$ cat config.mk
export PLATFORM = sky130hd
export DESIGN_NAME = multicycle_control_flat
export DESIGN_NICKNAME = d
export VERILOG_FILES = /design/src/rtl/multicycle_control_if.sv /design/src/rtl/multicycle_control.sv /design/src/flat_wrapper.sv
export SDC_FILE = /design/constraint.sdc
export NUM_CORES = 1
export LEC_CHECK = 0
export ABC_CLOCK_PERIOD_IN_PS = 4400
export CORE_UTILIZATION = 30
export CTS_CLUSTER_SIZE = 40
export DETAILED_ROUTE_END_ITERATION = 16
export PLACE_DENSITY = 0.67
export SETUP_SLACK_MARGIN = 0.02
export SYNTH_ARGS = -nofsm -noshare
export SYNTH_HDL_FRONTEND = slang
export SYNTH_SLANG_ARGS = --single-unit
$ cat constraint.sdc
create_clock -name clk -period 4.4 [get_ports clk]
set_clock_uncertainty 0.2 [all_clocks]
set_input_delay 0.66 -clock clk [delete_from_list [all_inputs] [get_ports clk]]
set_output_delay 0.66 -clock clk [all_outputs]
set_load 0.1 [all_outputs]
$ cat src/rtl/multicycle_control_if.sv
// ============================================================================
// Module : multicycle_control_if
// Brief  : Controller <-> datapath/memory signal bundle for multicycle_control.
// Rev    : 1.0  initial release
// ============================================================================
`default_nettype none

interface multicycle_control_if;
    logic [6:0] op;
    logic       zero;
    logic       mem_ready;
    logic       mem_req;
    logic       AdrSrc;
    logic       IRWrite;
    logic       PCWrite;
    logic       RegWrite;
    logic       MemWrite;
    logic [1:0] ALUSrcA;
    logic [1:0] ALUSrcB;
    logic [1:0] ResultSrc;
    logic [1:0] ALUOp;
    logic       instr_done;
    logic [3:0] state;

    // Controller side
    modport master (
        input  op, zero, mem_ready,
        output mem_req, AdrSrc, IRWrite, PCWrite, RegWrite, MemWrite,
               ALUSrcA, ALUSrcB, ResultSrc, ALUOp, instr_done, state
    );

    // Datapath / memory side
    modport slave (
        output op, zero, mem_ready,
        input  mem_req, AdrSrc, IRWrite, PCWrite, RegWrite, MemWrite,
               ALUSrcA, ALUSrcB, ResultSrc, ALUOp, instr_done, state
    );
endinterface

`default_nettype wire

$ cat src/rtl/multicycle_control.sv
// ============================================================================
// Module : multicycle_control
// Brief  : Multicycle RISC-V style main controller FSM with memory handshake.
// Rev    : 1.0  initial release
// ============================================================================
`default_nettype none

module multicycle_control #(
    parameter bit ILLEGAL_HALT = 1'b1
) (
    input  wire logic             clk,
    input  wire logic             rst_n,
    multicycle_control_if.master  bus
);

    typedef enum logic [3:0] {
        S_FETCH    = 4'd0,
        S_DECODE   = 4'd1,
        S_MEMADR   = 4'd2,
        S_MEMREAD  = 4'd3,
        S_MEMWB    = 4'd4,
        S_MEMWRITE = 4'd5,
        S_EXECUTER = 4'd6,
        S_ALUWB    = 4'd7,
        S_EXECUTEI = 4'd8,
        S_JAL      = 4'd9,
        S_BEQ      = 4'd10,
        S_HALT     = 4'd11
    } state_t;

    localparam logic [6:0] c_OP_LW  = 7'b0000011;
    localparam logic [6:0] c_OP_SW  = 7'b0100011;
    localparam logic [6:0] c_OP_R   = 7'b0110011;
    localparam logic [6:0] c_OP_I   = 7'b0010011;
    localparam logic [6:0] c_OP_BEQ = 7'b1100011;
    localparam logic [6:0] c_OP_JAL = 7'b1101111;

    state_t     r_state;
    state_t     w_next;
    logic       w_mem_req;
    logic       w_adr_src;
    logic       w_ir_write;
    logic       w_pc_update;
    logic       w_branch;
    logic       w_reg_write;
    logic       w_mem_write;
    logic [1:0] w_alu_src_a;
    logic [1:0] w_alu_src_b;
    logic [1:0] w_result_src;
    logic [1:0] w_alu_op;
    logic       w_done;

    always_ff @(posedge clk or negedge rst_n) begin
        if (!rst_n) begin
            r_state <= S_FETCH;
        end else begin
            r_state <= w_next;
        end
    end

    always_comb begin
        w_next       = r_state;
        w_mem_req    = 1'b0;
        w_adr_src    = 1'b0;
        w_ir_write   = 1'b0;
        w_pc_update  = 1'b0;
        w_branch     = 1'b0;
        w_reg_write  = 1'b0;
        w_mem_write  = 1'b0;
        w_alu_src_a  = 2'b00;
        w_alu_src_b  = 2'b00;
        w_result_src = 2'b00;
        w_alu_op     = 2'b00;
        w_done       = 1'b0;

        case (r_state)
            S_FETCH: begin
                w_mem_req    = 1'b1;
                w_alu_src_b  = 2'b10;
                w_result_src = 2'b10;
                w_ir_write   = bus.mem_ready;
                w_pc_update  = bus.mem_ready;
                if (bus.mem_ready) begin
                    w_next = S_DECODE;
                end
            end
            S_DECODE: begin
                // Precompute the branch target while the opcode is decoded
                w_alu_src_a = 2'b01;
                w_alu_src_b = 2'b01;
                case (bus.op)
                    c_OP_LW, c_OP_SW: w_next = S_MEMADR;
                    c_OP_R:           w_next = S_EXECUTER;
                    c_OP_I:           w_next = S_EXECUTEI;
                    c_OP_JAL:         w_next = S_JAL;
                    c_OP_BEQ:         w_next = S_BEQ;
                    default:          w_next = ILLEGAL_HALT ? S_HALT : S_FETCH;
                endcase
            end
            S_MEMADR: begin
                w_alu_src_a = 2'b10;
                w_alu_src_b = 2'b01;
                w_next      = (bus.op == c_OP_SW) ? S_MEMWRITE : S_MEMREAD;
            end
            S_MEMREAD: begin
                w_mem_req = 1'b1;
                w_adr_src = 1'b1;
                if (bus.mem_ready) begin
                    w_next = S_MEMWB;
                end
            end
            S_MEMWB: begin
                w_result_src = 2'b01;
                w_reg_write  = 1'b1;
                w_done       = 1'b1;
                w_next       = S_FETCH;
            end
            S_MEMWRITE: begin
                w_mem_req   = 1'b1;
                w_adr_src   = 1'b1;
                w_mem_write = 1'b1;
                if (bus.mem_ready) begin
                    w_done = 1'b1;
                    w_next = S_FETCH;
                end
            end
            S_EXECUTER: begin
                w_alu_src_a = 2'b10;
                w_alu_op    = 2'b10;
                w_next      = S_ALUWB;
            end
            S_EXECUTEI: begin
                w_alu_src_a = 2'b10;
                w_alu_src_b = 2'b01;
                w_alu_op    = 2'b10;
                w_next      = S_ALUWB;
            end
            S_ALUWB: begin
                w_reg_write = 1'b1;
                w_done      = 1'b1;
                w_next      = S_FETCH;
            end
            S_JAL: begin
                w_alu_src_a = 2'b01;
                w_alu_src_b = 2'b10;
                w_pc_update = 1'b1;
                w_next      = S_ALUWB;
            end
            S_BEQ: begin
                w_alu_src_a = 2'b10;
                w_alu_op    = 2'b01;
                w_branch    = 1'b1;
                w_done      = 1'b1;
                w_next      = S_FETCH;
            end
            S_HALT: begin
                w_next = S_HALT;
            end
            default: begin
                w_next = S_FETCH;
            end
        endcase
    end

    // Write enables and the request are gated by rst_n so they drop the
    // instant reset asserts, without waiting for a clock edge.
    assign bus.mem_req    = w_mem_req   & rst_n;
    assign bus.IRWrite    = w_ir_write  & rst_n;
    assign bus.PCWrite    = (w_pc_update | (w_branch & bus.zero)) & rst_n;
    assign bus.RegWrite   = w_reg_write & rst_n;
    assign bus.MemWrite   = w_mem_write & rst_n;
    assign bus.instr_done = w_done      & rst_n;
    assign bus.AdrSrc     = w_adr_src;
    assign bus.ALUSrcA    = w_alu_src_a;
    assign bus.ALUSrcB    = w_alu_src_b;
    assign bus.ResultSrc  = w_result_src;
    assign bus.ALUOp      = w_alu_op;
    assign bus.state      = r_state;

endmodule

`default_nettype wire
$ cat src/flat_wrapper.sv
// flat-port wrapper written by rule: the top's interface ports become plain ports
module multicycle_control_flat 
#(
    parameter bit ILLEGAL_HALT = 1'b1
)
  (clk, rst_n, bus_op, bus_zero, bus_mem_ready, bus_mem_req, bus_AdrSrc, bus_IRWrite, bus_PCWrite, bus_RegWrite, bus_MemWrite, bus_ALUSrcA, bus_ALUSrcB, bus_ResultSrc, bus_ALUOp, bus_instr_done, bus_state);
  multicycle_control_if bus_i ();
  input  wire logic clk;
  input  wire logic rst_n;
  input wire logic [$bits(bus_i.op)-1:0] bus_op;
  input wire logic [$bits(bus_i.zero)-1:0] bus_zero;
  input wire logic [$bits(bus_i.mem_ready)-1:0] bus_mem_ready;
  output wire logic [$bits(bus_i.mem_req)-1:0] bus_mem_req;
  output wire logic [$bits(bus_i.AdrSrc)-1:0] bus_AdrSrc;
  output wire logic [$bits(bus_i.IRWrite)-1:0] bus_IRWrite;
  output wire logic [$bits(bus_i.PCWrite)-1:0] bus_PCWrite;
  output wire logic [$bits(bus_i.RegWrite)-1:0] bus_RegWrite;
  output wire logic [$bits(bus_i.MemWrite)-1:0] bus_MemWrite;
  output wire logic [$bits(bus_i.ALUSrcA)-1:0] bus_ALUSrcA;
  output wire logic [$bits(bus_i.ALUSrcB)-1:0] bus_ALUSrcB;
  output wire logic [$bits(bus_i.ResultSrc)-1:0] bus_ResultSrc;
  output wire logic [$bits(bus_i.ALUOp)-1:0] bus_ALUOp;
  output wire logic [$bits(bus_i.instr_done)-1:0] bus_instr_done;
  output wire logic [$bits(bus_i.state)-1:0] bus_state;
  assign bus_i.op = bus_op;
  assign bus_i.zero = bus_zero;
  assign bus_i.mem_ready = bus_mem_ready;
  assign bus_mem_req = bus_i.mem_req;
  assign bus_AdrSrc = bus_i.AdrSrc;
  assign bus_IRWrite = bus_i.IRWrite;
  assign bus_PCWrite = bus_i.PCWrite;
  assign bus_RegWrite = bus_i.RegWrite;
  assign bus_MemWrite = bus_i.MemWrite;
  assign bus_ALUSrcA = bus_i.ALUSrcA;
  assign bus_ALUSrcB = bus_i.ALUSrcB;
  assign bus_ResultSrc = bus_i.ResultSrc;
  assign bus_ALUOp = bus_i.ALUOp;
  assign bus_instr_done = bus_i.instr_done;
  assign bus_state = bus_i.state;
  multicycle_control #(.ILLEGAL_HALT(ILLEGAL_HALT)) u_core (.clk(clk), .rst_n(rst_n), .bus(bus_i));
endmodule
==> results of run 1 <==
==> metal layers <==
layer | vias up | GRT usage [%]
li1 | 353 | -
met1 | 311 | 24.9
met2 | 23 | 25.2
met3 | 0 | 1.20
met4 | 0 | 7.27
met5 | - | 0
==> worst paths after layout <==
path / endpoint / slack [ns] / depth (start not counted)
max reg2reg: u_core.bus.state[2]$_DFFE_PN0P_ / 2.07 / 4
min in group clk: u_core.bus.state[3]$_DFFE_PN0P_ / 0.62 / 2
min reg2reg: u_core.bus.state[3]$_DFFE_PN0P_ / 0.62 / 2
max: bus_ALUSrcA[1] / 0.95 / 4
min: u_core.bus.state[1]$_DFFE_PN0P_ / 0.51 / 1
max in group asynchronous: u_core.bus.state[2]$_DFFE_PN0P_ / 3.23 / 1
==> Yosys cell counts, drive strengths merged, types with 2 or more instances <==
cell type / count
clkbuf: 4
nor2b: 4
xor2: 2
and3: 4
nand2: 6
a21oi: 7
nor2: 10
o211ai: 2
nand3: 2
inv: 3
nor3: 5
nand2b: 3
o311ai: 2
o21ai: 3
nand3b: 2
dfrtp: 4
==> cell usage in the layout, fill, tap and decap left out, drive strengths merged, types with 2 or more instances in the layout <==
cell            n
nor2           10
nor2b           4
o311ai          2
nand3b          2
and3            4
clkbuf          3
inv             3
nand2           6
nand3           2
clkdlybuf4s50  21
nor3            5
nand2b          3
xor2            2
buf             8
o211ai          2
a21oi           7
dfrtp           4
o21ai           3
==> through the flow <==
stage	cells	hold slack [ns]	instance area [um2]	setup slack [ns]	utilization [%]
global route	132	0.518	891	0.741	51.6
detailed placement	129	0.618	868	1.21	50.3
floorplan	80	0.164	586	-0.0205	-
finish	132	0.511	891	0.955	51.6
CTS	132	0.515	891	0.960	51.6
global placement	129	0.614	868	1.19	50.3
==> worst max-delay path, stage by stage, from the launching register on <==
cell             delay, ns
dfrtp_1               0.59
inv_1                 0.31
nand2_1               0.14
a21oi_1               0.16
clkdlybuf4s50_1       1.15
==> cell families after synthesis <==
kind of cell,share of synthesized area (%)
buffers and inverters,5.38
AO/OA/AOI/OAI,31.6
AND/OR/NAND/NOR,41.9
XOR/XNOR,3.14
flip-flops,17.9
==> layout make-up <==
| cell class | instances | area, um2 | area share (%) |
|---|---|---|---|
| Multi-Input combinational cell | 68 | 455 | 51.1 |
| Timing Repair Buffer | 29 | 270 | 30.3 |
| Sequential cell | 4 | 100 | 11.2 |
| Tap cell | 25 | 31.3 | 3.51 |
| Clock buffer | 3 | 22.5 | 2.53 |
| Inverter | 3 | 11.3 | 1.26 |
==> impl_metrics.tcl, run 1 <==
set metrics [dict create \
    route.detailed.drc 0 \
    synth_cells 80 \
    globalplace.congestion 0.808 \
    cts_resized 0 \
    antenna_cells 0 \
    vias 687 \
    ys_seq_area_share_pct 17.9 \
    cp.arrival_ns 2.59 \
    portBuffers 29 \
    ys_seq_elements 4 \
    ys.flop_type "dfrtp_1" \
    layout-drive-gt1-share_pct 15.9 \
    holdCritPathClass "in -> async" \
    drt.antenna.violating_nets 0 \
    end_kind "output pin" \
    ys_types 35 \
    worst-setup-path-type "reg -> out" \
    die_x_um 45.1 \
    crit_path_start "u_core.bus.state[2]$_DFFE_PN0P_" \
    drt-met1-wl_um 779 \
    drv_cap 0 \
    drt_pass1_iterations 4 \
    largest_reg_flops 4 \
    netlist.area_leader.share_pct 17.9 \
    hpwlAfterDp_um 1210 \
    antenna_found_initial 0 \
    finalSetupViolations 0 \
    viasPerCell 5.20 \
    cp_data_required_time_ns 3.54 \
    rows 15 \
    grt_pass1_wl_um 2530 \
    cts_tree "built" \
    clk_latency_ns 0.23 \
    dr.max_layer_used "met3" \
    clock_sinks 4 \
    start_util_pct 32.3 \
    holdBufCountCts 0 \
    hold_viol_final 0 \
    fin_nets 120 \
    grt.total_usage_pct 16.9 \
    grt_pass1_vias 565 \
    h-tree-depth 1 \
    worstSetupStartpointType "register" \
    max_freq_mhz 290 \
    pin_count 30 \
    worstPathMaxFanout 16 \
    synth_nets 91 \
    clockBufferDepth 2 \
    synth.cell_area_um2 558 \
    grt_setup_unrepaired "false" \
    cts_setup_buffers 0 \
    wl_met2_um 764 \
    syn_area_per_cell_um2 6.98 \
    worst_pin_slew_ns 0.968 \
    routed_wl_um 1640 \
    fin_setup_tns_ns 0 \
    wire_per_inst_um 12.4 \
    fill_cells 194 \
    grt_max_degree 20 \
    cts_root_buf "clkbuf_4" \
    period_needed_ns 3.45 \
    clk_transition_reported_paths_ns 0.04 \
    drtIter0Drc 20 \
    yosys_warnings 0 \
    grt-ovfl-total 0 \
    slew_headroom_pct 35.2 \
    wl_met3_um 93 \
    drv_slew 0 \
    yosys.area.top_type "dfrtp_1" \
    area_growth_pct 59.6 \
    cts_made_buffers 3 \
    dieArea_mm2 0.00204 \
    timing.final.crit_share_pct 78.3 \
    synth_edf_count 0 \
    synth_area_leaders "dfrtp_1 (18%), nor2_1 (6.7%), a21oi_1 (6.3%)" \
    crit-reg2reg-launch "u_core.bus.state[2]$_DFFE_PN0P_" \
    die_h_um 45.1 \
    async_reset_ff_share_pct 100 \
    status "completed" \
    core_area_mm2 0.00173 \
]
Power of run 1 is not shown: default switching activity piles up to over one toggle a cycle in this logic, so the estimate is an artifact.
==> run 2: changes to the inputs <==
--- a/config.mk
+++ b/config.mk
@@ -5,7 +5,7 @@
 export SDC_FILE = /design/constraint.sdc
 export NUM_CORES = 1
 export LEC_CHECK = 0
-export ABC_CLOCK_PERIOD_IN_PS = 4400
+export ABC_CLOCK_PERIOD_IN_PS = 3400
 export CORE_UTILIZATION = 30
 export CTS_CLUSTER_SIZE = 40
 export DETAILED_ROUTE_END_ITERATION = 16
==> constraint.sdc (replaced) <==
create_clock -name clk -period 3.4 [get_ports clk]
set_clock_uncertainty 0.2 [all_clocks]
set_input_delay 0.51 -clock clk [delete_from_list [all_inputs] [get_ports clk]]
set_output_delay 0.51 -clock clk [all_outputs]
set_load 0.1 [all_outputs]
==> run 2 against run 1 <==
Global-route usage up 0.66 points. Die area unchanged. Non-clock buffer count up 1. Largest cell class unchanged. Worst hold slack worse by 0.15 ns. Via count up 0.58%. Final cell count up 0.76%. Critical endpoint is now bus_PCWrite. Flip-flop and latch count unchanged. Design area up 3.1%. Sequential share of layout area down 0.34 points. First-iteration DRC count down 65%. Core utilization up 1.6 points.
==> impl_metrics.tcl, run 2 (synthesized netlist as in run 1, its figures left out) <==
set metrics [dict create \
    period_needed_ns 2.75 \
    antenna_cells 0 \
    hold_viol_final 0 \
    grt.total_usage_pct 17.6 \
    final_common_cell "buf_4" \
    h-tree-depth 1 \
    timing.final.crit_share_pct 80.9 \
    cts_setup_buffers 0 \
    drt_pass1_iterations 4 \
    max_freq_mhz 364 \
    clock_sinks 4 \
    holdCritPathClass "in -> async" \
    wire_per_inst_um 12.5 \
    route.detailed.drc 0 \
    viasPerCell 5.20 \
    clockBufferDepth 2 \
    holdBufCountCts 0 \
    drtIter0Drc 7 \
    rows 15 \
    cts_root_buf "clkbuf_4" \
    clk_transition_reported_paths_ns 0.03 \
    setup_slack_ns 0.650 \
    pin_count 30 \
    wl_met3_um 72 \
    grt_pass1_vias 625 \
    cts_resized 0 \
    core_area_mm2 0.00173 \
    placed_cell_area_um2 896 \
    status "completed" \
    drv_slew 0 \
    grt_pass1_wl_um 2650 \
    wl_met2_um 794 \
    worstSetupStartpointType "register" \
    die_h_um 45.1 \
    worstPathMaxFanout 19 \
    area_growth_pct 64.6 \
    dieArea_mm2 0.00204 \
    cts_made_buffers 3 \
    routed_wl_um 1670 \
    dr.max_layer_used "met4" \
    grt_max_degree 20 \
    final_cell_mix "buf_4 (19), clkdlybuf4s50_1 (10), nand2_1 (6), nor2_1 (6), a21oi_1 (6)" \
    antenna_found_initial 0 \
    die_x_um 45.1 \
    end_kind "output pin" \
    layout-drive-gt1-share_pct 34.3 \
    finalSetupViolations 0 \
    hpwlAfterDp_um 1300 \
    drv_cap 0 \
    drt.antenna.violating_nets 0 \
    start_util_pct 32.3 \
    drt-met1-wl_um 780 \
    worst-setup-path-type "reg -> out" \
    grt-ovfl-total 0 \
    post-route-cell-area_um2 918 \
    worst_pin_slew_ns 0.632 \
    grt_setup_unrepaired "false" \
    vias 691 \
    portBuffers 29 \
    cp.arrival_ns 2.04 \
    cp_data_required_time_ns 2.69 \
    cts_tree "built" \
    globalplace.congestion 0.824 \
    slew_headroom_pct 57.9 \
    post-place-ws_ns 0.773 \
    clk_latency_ns 0.23 \
    fin_nets 121 \
    largest_reg_flops 4 \
]
[run 2: changes by cell type in the layout (fill, tap and decap cells not counted), moves of 2 or more]
cell,previous run,this run
buf_4,8,19
nor2_1,9,6
nor3_1,4,2
nor2_2,1,3
clkdlybuf4s50_1,21,10
[run 2: layout make-up]
type | count | area, um2
Clock buffer | 3 | 22.5
Fill cell | 181 | 808
Inverter | 3 | 11.3
Multi-Input combinational cell | 68 | 490
Sequential cell | 4 | 100
Tap cell | 25 | 31.3
Timing Repair Buffer | 30 | 263
[run 2: path summary, 6_finish.rpt]
path,from,slack (ns),cells past startpoint,endpoint
max reg2reg,u_core.bus.state[2]$_DFFE_PN0P_,1.08,4,u_core.bus.state[2]$_DFFE_PN0P_
max,u_core.bus.state[1]$_DFFE_PN0P_,0.65,5,bus_PCWrite
max in group asynchronous,rst_n,2.38,1,u_core.bus.state[3]$_DFFE_PN0P_
min in group clk,u_core.bus.state[0]$_DFFE_PN0P_,0.52,2,u_core.bus.state[3]$_DFFE_PN0P_
min,rst_n,0.36,1,u_core.bus.state[2]$_DFFE_PN0P_
min reg2reg,u_core.bus.state[0]$_DFFE_PN0P_,0.52,2,u_core.bus.state[3]$_DFFE_PN0P_
[run 2: critical path, stage by stage, from the launching register on]
cell and delay [ns]:
dfrtp_1 0.73, nor2b_1 0.37, a21oi_1 0.11, o21ai_0 0.14, and3_1 0.16, buf_4 0.28
[run 2: metal layers]
layer / vias up / GRT usage, %
met1: 319 / 24.0
met5: - / 0
li1: 351 / -
met2: 19 / 28.4
met3: 2 / 0
met4: 0 / 9.70
[run 2: through the flow]
step	setup TNS, ns	hold WS, ns	instances	util (%)
after detailed placement	0	0.521	130	51.9
final	0	0.362	133	53.2
after global placement	0	0.520	130	51.9
after floorplan	-0.729	0.0144	80	-
after CTS	0	0.348	133	53.2
after global routing	0	0.371	133	53.2
Power of run 2 is left out for the same reason.
